$ cat src/rtl/engine_sched_if.sv
// engine_sched_if: layer command bus between the command block and engine_sched.
// The command block drives it as master; the scheduler consumes it as slave.
interface engine_sched_if;
    logic        cmd_valid;
    logic        cmd_ready;
    logic [2:0]  cmd_op_type;
    logic [7:0]  cmd_o_side;
    logic [7:0]  cmd_i_side;
    logic [3:0]  cmd_stride;
    logic [7:0]  cmd_ch_groups;
    logic [31:0] cmd_op_num;
    logic [29:0] cmd_data_addr;
    logic [29:0] cmd_weight_addr;
    logic [29:0] cmd_result_addr;
    logic [29:0] cmd_weight_step;

    modport master (
        output cmd_valid, cmd_op_type, cmd_o_side, cmd_i_side,
        output cmd_stride, cmd_ch_groups, cmd_op_num,
        output cmd_data_addr, cmd_weight_addr, cmd_result_addr,
        output cmd_weight_step,
        input  cmd_ready
    );

    modport slave (
        input  cmd_valid, cmd_op_type, cmd_o_side, cmd_i_side,
        input  cmd_stride, cmd_ch_groups, cmd_op_num,
        input  cmd_data_addr, cmd_weight_addr, cmd_result_addr,
        input  cmd_weight_step,
        output cmd_ready
    );
endinterface

$ cat src/rtl/engine_sched.sv
// engine_sched: walks one layer as y/x/channel-group engine tasks,
// producing DMA start addresses, engine handshake, watchdog and done/err.
module engine_sched #(
    parameter int BURST_LEN  = 16,
    parameter int RST_CYCLES = 2,
    parameter int TIMEOUT    = 1048575
) (
    input  logic          clk,
    input  logic          rst_n,
    engine_sched_if.slave cmd,
    output logic          engine_ready,
    input  logic          engine_valid,
    output logic          eng_rst,
    output logic [2:0]    op_type,
    output logic [31:0]   op_num,
    output logic [29:0]   data_start_addr,
    output logic [29:0]   weight_start_addr,
    output logic [29:0]   result_start_addr,
    output logic          busy,
    output logic          done,
    output logic          err
);

    typedef enum logic [2:0] {
        S_IDLE,
        S_SETUP,
        S_ISSUE,
        S_WAIT,
        S_RELEASE,
        S_DONE,
        S_ERROR
    } state_t;

    localparam logic [19:0] WD_LAST  = 20'(TIMEOUT - 1);
    localparam logic [3:0]  RC_LAST  = 4'(RST_CYCLES - 1);
    localparam logic [29:0] RES_STEP = 30'(BURST_LEN);

    state_t      state, state_d;
    logic [7:0]  o_side, i_side, ch_groups;
    logic [3:0]  stride;
    logic [29:0] data_base, weight_base, result_base, weight_step;
    logic [29:0] row_step, col_step, row_ptr;
    logic [11:0] row_prod;
    logic [7:0]  x, y, g;
    logic [19:0] wd;
    logic [3:0]  rcnt;
    logic        rdy_d, erst_d, done_d, err_d;
    logic        accept, adv, last, pool;

    assign cmd.cmd_ready = (state == S_IDLE) && rst_n;
    assign pool = (op_type == 3'd4) || (op_type == 3'd5);
    assign row_prod = {8'd0, stride} * {4'd0, i_side};
    assign last = (x == o_side - 8'd1) && (y == o_side - 8'd1)
               && (g == ch_groups - 8'd1);

    always_comb begin
        state_d = state;
        rdy_d   = 1'b0;
        erst_d  = 1'b0;
        done_d  = 1'b0;
        err_d   = err;
        accept  = 1'b0;
        adv     = 1'b0;
        unique case (state)
            S_IDLE: begin
                if (cmd.cmd_valid) begin
                    accept  = 1'b1;
                    err_d   = 1'b0;
                    state_d = S_SETUP;
                end
            end
            S_SETUP: begin
                if (o_side == 8'd0 || ch_groups == 8'd0)
                    state_d = S_DONE;
                else
                    state_d = S_ISSUE;
            end
            S_ISSUE: begin
                rdy_d   = 1'b1;
                state_d = S_WAIT;
            end
            S_WAIT: begin
                // a completion in the expiry cycle still counts as success
                if (engine_valid) begin
                    erst_d  = 1'b1;
                    state_d = S_RELEASE;
                end else if (wd == WD_LAST) begin
                    erst_d  = 1'b1;
                    err_d   = 1'b1;
                    state_d = S_ERROR;
                end else begin
                    rdy_d = 1'b1;
                end
            end
            S_RELEASE: begin
                if (rcnt == RC_LAST) begin
                    adv     = 1'b1;
                    state_d = last ? S_DONE : S_ISSUE;
                end else begin
                    erst_d = 1'b1;
                end
            end
            S_DONE: begin
                // first cycle raises done, second returns to IDLE
                if (done)
                    state_d = S_IDLE;
                else
                    done_d = 1'b1;
            end
            S_ERROR: begin
                if (rcnt == RC_LAST)
                    state_d = S_IDLE;
                else
                    erst_d = 1'b1;
            end
            default: state_d = S_IDLE;
        endcase
    end

    always_ff @(posedge clk) begin
        if (!rst_n) begin
            state        <= S_IDLE;
            engine_ready <= 1'b0;
            eng_rst      <= 1'b1;
            done         <= 1'b0;
            err          <= 1'b0;
            busy         <= 1'b0;
        end else begin
            state        <= state_d;
            engine_ready <= rdy_d;
            eng_rst      <= erst_d;
            done         <= done_d;
            err          <= err_d;
            busy         <= (state_d != S_IDLE);
        end
    end

    always_ff @(posedge clk) begin
        if (!rst_n) begin
            o_side            <= '0;
            i_side            <= '0;
            ch_groups         <= '0;
            stride            <= '0;
            data_base         <= '0;
            weight_base       <= '0;
            result_base       <= '0;
            weight_step       <= '0;
            op_type           <= '0;
            op_num            <= '0;
            row_step          <= '0;
            col_step          <= '0;
            row_ptr           <= '0;
            data_start_addr   <= '0;
            weight_start_addr <= '0;
            result_start_addr <= '0;
            x                 <= '0;
            y                 <= '0;
            g                 <= '0;
            wd                <= '0;
            rcnt              <= '0;
        end else begin
            if (accept) begin
                o_side      <= cmd.cmd_o_side;
                i_side      <= cmd.cmd_i_side;
                ch_groups   <= cmd.cmd_ch_groups;
                stride      <= cmd.cmd_stride;
                data_base   <= cmd.cmd_data_addr;
                weight_base <= cmd.cmd_weight_addr;
                result_base <= cmd.cmd_result_addr;
                weight_step <= cmd.cmd_weight_step;
                op_type     <= cmd.cmd_op_type;
                op_num      <= cmd.cmd_op_num;
            end
            wd   <= (state == S_WAIT) ? wd + 20'd1 : 20'd0;
            rcnt <= (state == S_RELEASE || state == S_ERROR)
                  ? rcnt + 4'd1 : 4'd0;
            if (state == S_SETUP) begin
                row_step          <= {14'd0, row_prod, 4'd0};
                col_step          <= {22'd0, stride, 4'd0};
                row_ptr           <= data_base;
                data_start_addr   <= data_base;
                weight_start_addr <= weight_base;
                result_start_addr <= result_base;
                x                 <= '0;
                y                 <= '0;
                g                 <= '0;
            end
            if (adv) begin
                result_start_addr <= result_start_addr + RES_STEP;
                if (g != ch_groups - 8'd1) begin
                    g <= g + 8'd1;
                    if (!pool)
                        weight_start_addr <= weight_start_addr + weight_step;
                end else begin
                    g                 <= '0;
                    weight_start_addr <= weight_base;
                    if (x != o_side - 8'd1) begin
                        x               <= x + 8'd1;
                        data_start_addr <= data_start_addr + col_step;
                    end else begin
                        x               <= '0;
                        y               <= y + 8'd1;
                        row_ptr         <= row_ptr + row_step;
                        data_start_addr <= row_ptr + row_step;
                    end
                end
            end
        end
    end

endmodule
$ cat src/flat_wrapper.sv
// flat-port wrapper written by rule: the top's interface ports become plain ports
module engine_sched_flat 
#(
    parameter int BURST_LEN  = 16,
    parameter int RST_CYCLES = 2,
    parameter int TIMEOUT    = 1048575
)
  (clk, rst_n, engine_ready, engine_valid, eng_rst, op_type, op_num, data_start_addr, weight_start_addr, result_start_addr, busy, done, err, cmd_cmd_valid, cmd_cmd_op_type, cmd_cmd_o_side, cmd_cmd_i_side, cmd_cmd_stride, cmd_cmd_ch_groups, cmd_cmd_op_num, cmd_cmd_data_addr, cmd_cmd_weight_addr, cmd_cmd_result_addr, cmd_cmd_weight_step, cmd_cmd_ready);
  engine_sched_if cmd_i ();
  input  logic clk;
  input  logic rst_n;
  output logic engine_ready;
  input  logic engine_valid;
  output logic eng_rst;
  output logic [2:0] op_type;
  output logic [31:0] op_num;
  output logic [29:0] data_start_addr;
  output logic [29:0] weight_start_addr;
  output logic [29:0] result_start_addr;
  output logic busy;
  output logic done;
  output logic err;
  input wire logic [$bits(cmd_i.cmd_valid)-1:0] cmd_cmd_valid;
  input wire logic [$bits(cmd_i.cmd_op_type)-1:0] cmd_cmd_op_type;
  input wire logic [$bits(cmd_i.cmd_o_side)-1:0] cmd_cmd_o_side;
  input wire logic [$bits(cmd_i.cmd_i_side)-1:0] cmd_cmd_i_side;
  input wire logic [$bits(cmd_i.cmd_stride)-1:0] cmd_cmd_stride;
  input wire logic [$bits(cmd_i.cmd_ch_groups)-1:0] cmd_cmd_ch_groups;
  input wire logic [$bits(cmd_i.cmd_op_num)-1:0] cmd_cmd_op_num;
  input wire logic [$bits(cmd_i.cmd_data_addr)-1:0] cmd_cmd_data_addr;
  input wire logic [$bits(cmd_i.cmd_weight_addr)-1:0] cmd_cmd_weight_addr;
  input wire logic [$bits(cmd_i.cmd_result_addr)-1:0] cmd_cmd_result_addr;
  input wire logic [$bits(cmd_i.cmd_weight_step)-1:0] cmd_cmd_weight_step;
  output wire logic [$bits(cmd_i.cmd_ready)-1:0] cmd_cmd_ready;
  assign cmd_i.cmd_valid = cmd_cmd_valid;
  assign cmd_i.cmd_op_type = cmd_cmd_op_type;
  assign cmd_i.cmd_o_side = cmd_cmd_o_side;
  assign cmd_i.cmd_i_side = cmd_cmd_i_side;
  assign cmd_i.cmd_stride = cmd_cmd_stride;
  assign cmd_i.cmd_ch_groups = cmd_cmd_ch_groups;
  assign cmd_i.cmd_op_num = cmd_cmd_op_num;
  assign cmd_i.cmd_data_addr = cmd_cmd_data_addr;
  assign cmd_i.cmd_weight_addr = cmd_cmd_weight_addr;
  assign cmd_i.cmd_result_addr = cmd_cmd_result_addr;
  assign cmd_i.cmd_weight_step = cmd_cmd_weight_step;
  assign cmd_cmd_ready = cmd_i.cmd_ready;
  engine_sched #(.BURST_LEN(BURST_LEN), .RST_CYCLES(RST_CYCLES), .TIMEOUT(TIMEOUT)) u_core (.clk(clk), .rst_n(rst_n), .cmd(cmd_i), .engine_ready(engine_ready), .engine_valid(engine_valid), .eng_rst(eng_rst), .op_type(op_type), .op_num(op_num), .data_start_addr(data_start_addr), .weight_start_addr(weight_start_addr), .result_start_addr(result_start_addr), .busy(busy), .done(done), .err(err));
endmodule
$ cat config.mk
export PLATFORM = sky130hd
export DESIGN_NAME = engine_sched_flat
export DESIGN_NICKNAME = d
export VERILOG_FILES = /design/src/rtl/engine_sched_if.sv /design/src/rtl/engine_sched.sv /design/src/flat_wrapper.sv
export SDC_FILE = /design/constraint.sdc
export NUM_CORES = 1
export LEC_CHECK = 0
export ABC_AREA = 0
export CORE_ASPECT_RATIO = 1.5
export CORE_MARGIN = 2
export CORE_UTILIZATION = 49
export DETAILED_ROUTE_END_ITERATION = 10
export GPL_ROUTABILITY_DRIVEN = 1
export HOLD_SLACK_MARGIN = 0.1
export PLACE_DENSITY = 0.77
export SYNTH_ARGS = -nofsm -noshare
export SYNTH_HDL_FRONTEND = slang
export SYNTH_SLANG_ARGS = --single-unit
$ cat constraint.sdc
create_clock -name clk -period 4.67 [get_ports clk]
set_input_delay 0.934 -clock clk [delete_from_list [all_inputs] [get_ports clk]]
set_output_delay 0.934 -clock clk [all_outputs]
set_load 0.02 [all_outputs]
* Yosys cells after proc, flatten, opt, wreduce, memory -nomap -nowiden *
Cells that the tools add are included.

storage, ports and cells
  logic and storage cells = 124
  input port bits = 187
  output and inout port bits = 131
  flip-flop bits (word level) = 375

cells by class
  reductions and logical operators = 17
  multiplexer cells = 50
  add/sub/neg operators = 11
  multiply operators = 1
  eq/ne operators = 18

operators by type and width
  cell                   count
  $mux 30                14
  $mux 8                 11
  $add 30x16->30         1
  $add 30x30->30         1
  $add 30x5->30 const B  1
  $add 30x8->30          1
  $add 8x1->8 const B    3
  $eq 8x8->1             3
  $mux 3                 8
  $pmux 3 s7             1
  $add 20x1->20 const B  1
  $eq 20x20->1 const B   1
  $logic_not 8->1        2
  $ne 8x8->1             2
  $sub 8x1->8 const B    2
  $eq 3x3->1 const B     5
  $mux 1                 13
  $mul 4x8->12           1
  $eq 3x2->1 const B     2
  $pmux 1 s2             3
  $reduce_and 2->1       3
  $add 4x1->4 const B    1
  $eq 4x1->1 const B     1
  $ne 2x2->1 const B     2
  9 further kinds        14

* Logic depth before layout (Yosys ltp) *
  depth after elaboration = 8
  gate-level depth with buffers = 15
  mapped depth without buffers = 14

* Worst setup path after synthesis *
Ideal clock, no wire load.

  path kind = register to register
  start = register u_core.stride[3]
  end = register u_core.row_step[15]
  library setup time = 0.070 ns
  stages on the path, launching flop included = 15
  period minus slack after synthesis = 3.556 ns
  setup slack = 1.114 ns
  buffers on the path = 1
  arrival time = 3.486 ns
  cell sequence = dfxtp_1 > clkbuf_1 > nand2_1 > fa_1 > fa_1 > inv_1 > ha_1 > a21o_1 > a21oi_1 > o21bai_1 > a2111o_1 > a311oi_1 > xnor2_1 > nand2_1 > a21oi_1

between the ends
  longest elaborated chain between the ends = 1

ends and longest elaborated chain
  what                      RTL line             RTL
  start: declaration        engine_sched.sv:40   logic [3:0] stride;
  start signal: assignment  engine_sched.sv:166  stride <= cmd.cmd_stride;
  $mul 4x8->12              engine_sched.sv:52   assign row_prod = {8'd0, stride} * {4'd0, i_side};
  end signal: assignment    engine_sched.sv:178  row_step <= {14'd0, row_prod, 4'd0};
  end: declaration          engine_sched.sv:42   logic [29:0] row_step, col_step, row_ptr;

Every way passes these cells.
A chain may end at the register's enable or synchronous reset.

* Worst setup path after layout *
  start = register u_core.ch_groups[0]
  end = register u_core.data_start_addr[3]

between the ends
  longest elaborated chain between the ends = 4

ends and longest elaborated chain
  what                      RTL line             RTL
  start: declaration        engine_sched.sv:39   logic [7:0] o_side, i_side, ch_groups;
  start signal: assignment  engine_sched.sv:165  ch_groups <= cmd.cmd_ch_groups;
  $sub 8x1->8               engine_sched.sv:190  if (g != ch_groups - 8'd1) begin
  $ne 8x8->1                engine_sched.sv:190
  $mux 30                   engine_sched.sv:190
  $mux 30                   engine_sched.sv:188  if (adv) begin
  end signal: assignment    engine_sched.sv:181  data_start_addr <= data_base;
  end signal: assignment    engine_sched.sv:199  data_start_addr <= data_start_addr + col_step;
  end signal: assignment    engine_sched.sv:204  data_start_addr <= row_ptr + row_step;
  end: declaration          engine_sched.sv:16   output logic [29:0] data_start_addr,

Every way passes these cells.

==> results.py <==
metrics = {
    "run_status": {
        "status": "finished clean",
    },
    "timing": {
        "maxSlewHeadroom_pct": 19.5,
        "fin_crit_sh_pct": 79.3,
        "fmax_mhz": 270,
        "hold_viol": 0,
        "rsz0062_at_grt": "false",
        "finalSetupTns_ns": 0,
        "setup_violations": 0,
        "clock_skew_ns": 0.0246,
        "slew_violations": 0,
        "worst_pin_slew_ns": 1.21,
        "finalCriticalPeriod_ns": 3.70,
    },
    "setup_path": {
        "start_kind": "register",
        "critPathMaxFanout": 19,
        "crit_family": "simple AND/OR/NAND/NOR gates",
        "slowest_stage": "nand2_1",
        "path_cells": "inv_1 > ha_1 > o21ba_1 > a221oi_1 > a41oi_1 > or3_1 > nor3_2 > buf_4 > nand2_1 > buf_4 > o221ai_1 > nor2_1",
        "crit_type": "register to register",
        "cpMostUsedCell": "buf_4",
        "required_ns": 5.10,
        "slowest_delay_ns": 0.50,
        "path_buf_inv": 3,
        "crit_arrival_ns": 4.13,
        "cp-end-kind": "register",
    },
    "detailed_routing": {
        "vias_per_cell": 5.88,
        "vias": 19427,
        "dr.pass1.iters": 6,
        "wire_per_inst_um": 19.0,
        "postRouteAntennaNets": 0,
        "drtIter0Drc": 1291,
        "wirelength_um": 62700,
        "drcViolationCount": 0,
    },
    "floorplan": {
        "num_io_pins": 318,
        "die_w_um": 167,
        "initial_core_util_pct": 49.5,
        "core_um2": 39300,
        "dieArea_um2": 41400,
        "fp.dieH_um": 248,
        "rows": 89,
    },
    "logic_synthesis": {
        "synth_edf_count": 0,
        "synthXorXnorAreaFrac_pct": 5.33,
        "muxShareOfSynthArea_pct": 0.842,
        "syn_area_per_cell_um2": 7.64,
        "syn_inst": 2547,
        "ys_seq_area_share_pct": 38.6,
        "synthArstFlopShare_pct": 0,
        "synth_simple_gate_area_share_pct": 24.4,
        "synth_top_family_by_area": "simple AND/OR/NAND/NOR gates",
        "syn_nets": 2822,
        "synthAdderAreaFrac_pct": 6.23,
        "yosys_warnings": 0,
        "synth-compound-area-share_pct": 20.6,
        "synthDistinctLibCells": 77,
        "ys_ff_latch": 375,
        "yosys_most_used_dff": "dfxtp_1",
        "syn_area_um2": 19500,
    },
    "cts": {
        "htree_num_levels": 2,
        "hold_buffers": 0,
        "ctsRootBufferMaster": "clkbuf_16",
        "post_cts_resized": 0,
        "clock_latency_ns": 0.57,
        "cts_tree": "built",
        "numCtsBuffers": 39,
        "postCtsSetupBuffers": 0,
        "clkSinkCount": 375,
        "clk_pin_slew_ns": 0.06,
        "clock_path_buffers": 3,
    },
    "global_routing": {
        "grt_pass1_wl_um": 96300,
        "grt_usage_pct": 28.5,
        "overflow": 0,
        "grt_max_degree": 140,
        "antenna_found_initial": 2,
        "grt_pass1_vias": 18617,
    },
    "power_and_ir_drop": {
        "leakagePower_nw": 9.31,
        "ir_drop_mv": 0.450,
        "p_total_mw": 12.0,
        "powerDensity_nw_per_um2": 495,
    },
    "placed_design": {
        "gp_congestion": 0.911,
        "hpwl_um": 44600,
        "placement.io_buffers": 317,
    },
    "layout": {
        "area_delta_synth_final_pct": 24.4,
        "multiInputGateArea_um2": 11200,
        "drive_gt1_share_pct": 3.96,
        "fillers": 3548,
        "layout.nets": 3047,
        "regArea_um2": 7510,
    },
    "min_path": {
        "hold_class": "register to register",
    },
    "run": {
        "cap_violations": 0,
    },
}
[where the power goes]
part           leakage [nW]  total [mW]  internal (mW)  switching (mW)
combinational          5.61        4.42           1.64            2.78
sequential             3.05        4.37           3.78           0.584
clock                 0.646        3.20           1.83            1.37
total                  9.31        12.0           7.25            4.74
[worst paths after layout]
path                              start                          end  slack, ns  cells after the start
hold reg to reg   u_core.result_base[8]  u_core.result_start_addr[8]       0.45                      2
setup reg to reg    u_core.ch_groups[0]    u_core.data_start_addr[3]       0.97                     12
hold / removal    u_core.result_base[8]  u_core.result_start_addr[8]       0.45                      2
setup / recovery    u_core.ch_groups[0]    u_core.data_start_addr[3]       0.97                     12
[placed cells by master, fill, tap and decap left out, types with 54 or more instances in the layout]
cell	n
clkdlybuf4s50_1	316
o21ai_0	86
xnor2_1	60
dfxtp_1	375
nand2_1	607
ha_1	73
xor2_1	56
nor2_1	151
nor3_1	54
and3_1	61
nand3_1	68
a21oi_1	350
[synth_stat cells (23+ instances only)]
cell type	count	area [um^2]
nand2_1	609	2290
dfxtp_1	375	7510
a21oi_1	350	1750
nor2_1	151	567
clkbuf_1	146	548
o21ai_0	86	430
ha_1	73	913
nand3_1	68	340
and3_1	61	382
xnor2_1	60	526
xor2_1	56	490
nor3_1	55	275
inv_1	49	184
a211oi_1	38	285
and2_1	23	144
nand4_1	23	144
[area by class of cell]
cell class | instances | area share, %
multi-input cells | 1964 | 46.3
flip-flops and latches | 375 | 31.0
inverters | 49 | 0.790
clock inverters | 14 | 0.692
repair buffers | 343 | 13.9
diodes | 1 | 0.0103
clock buffers | 57 | 4.72
well taps | 500 | 2.58
[tightest hold or removal path, stage by stage (launching register included)]
cell,delay [ns]
dfxtp_1,0.31
nand2_1,0.05
a21oi_1,0.05
[layer usage]
| layer | vias up | global-route usage, % | routed length [um] |
|---|---|---|---|
| met4 | 2 | 15.9 | 3470 |
| li1 | 9318 | - | - |
| met5 | - | 0 | 13 |
| met3 | 185 | 4.26 | 3430 |
| met1 | 9255 | 32.4 | 24200 |
| met2 | 667 | 51.5 | 31700 |
[metrics by stage]
stage | util, % | worst slack [ns] | hold WS [ns] | cell area (um^2) | instances
3_3_place_gp | 58.3 | 1.02 | 0.438 | 22900 | 3231
6_report | 61.6 | 0.969 | 0.454 | 24200 | 3303
5_1_grt | 61.6 | 0.720 | 0.471 | 24200 | 3303
2_1_floorplan | - | 1.11 | 0.432 | 19500 | 2547
3_5_place_dp | 58.3 | 0.991 | 0.446 | 22900 | 3231
4_1_cts | 61.6 | 0.985 | 0.454 | 24200 | 3302
[cells by family (layout without fill, tap and decap cells)]
| kind of cell | count (synthesis) | in the layout |
|---|---|---|
| buffers and inverters | 208 | 463 |
| flip-flops | 375 | 375 |
| adder cells (fa/ha/maj) | 88 | 88 |
| AO/OA/AOI/OAI | 668 | 668 |
| multiplexers | 16 | 16 |
| other | 0 | 1 |
| AND/OR/NAND/NOR | 1075 | 1075 |
| XOR/XNOR | 117 | 117 |
[sequential cells by signal, summed over array words and instances (netlist names), 4 cells and up]
register	count
u_core.ch_groups	8
u_core.col_step	4
u_core.data_base	30
u_core.data_start_addr	30
u_core.g	8
u_core.i_side	8
u_core.o_side	8
u_core.op_num	32
u_core.rcnt	4
u_core.result_base	30
u_core.result_start_addr	30
u_core.row_ptr	30
u_core.row_step	12
u_core.stride	4
u_core.wd	20
u_core.weight_base	30
u_core.weight_start_addr	30
u_core.weight_step	30
u_core.x	8
u_core.y	8
Note: power is estimated with default switching activity, not from simulation.
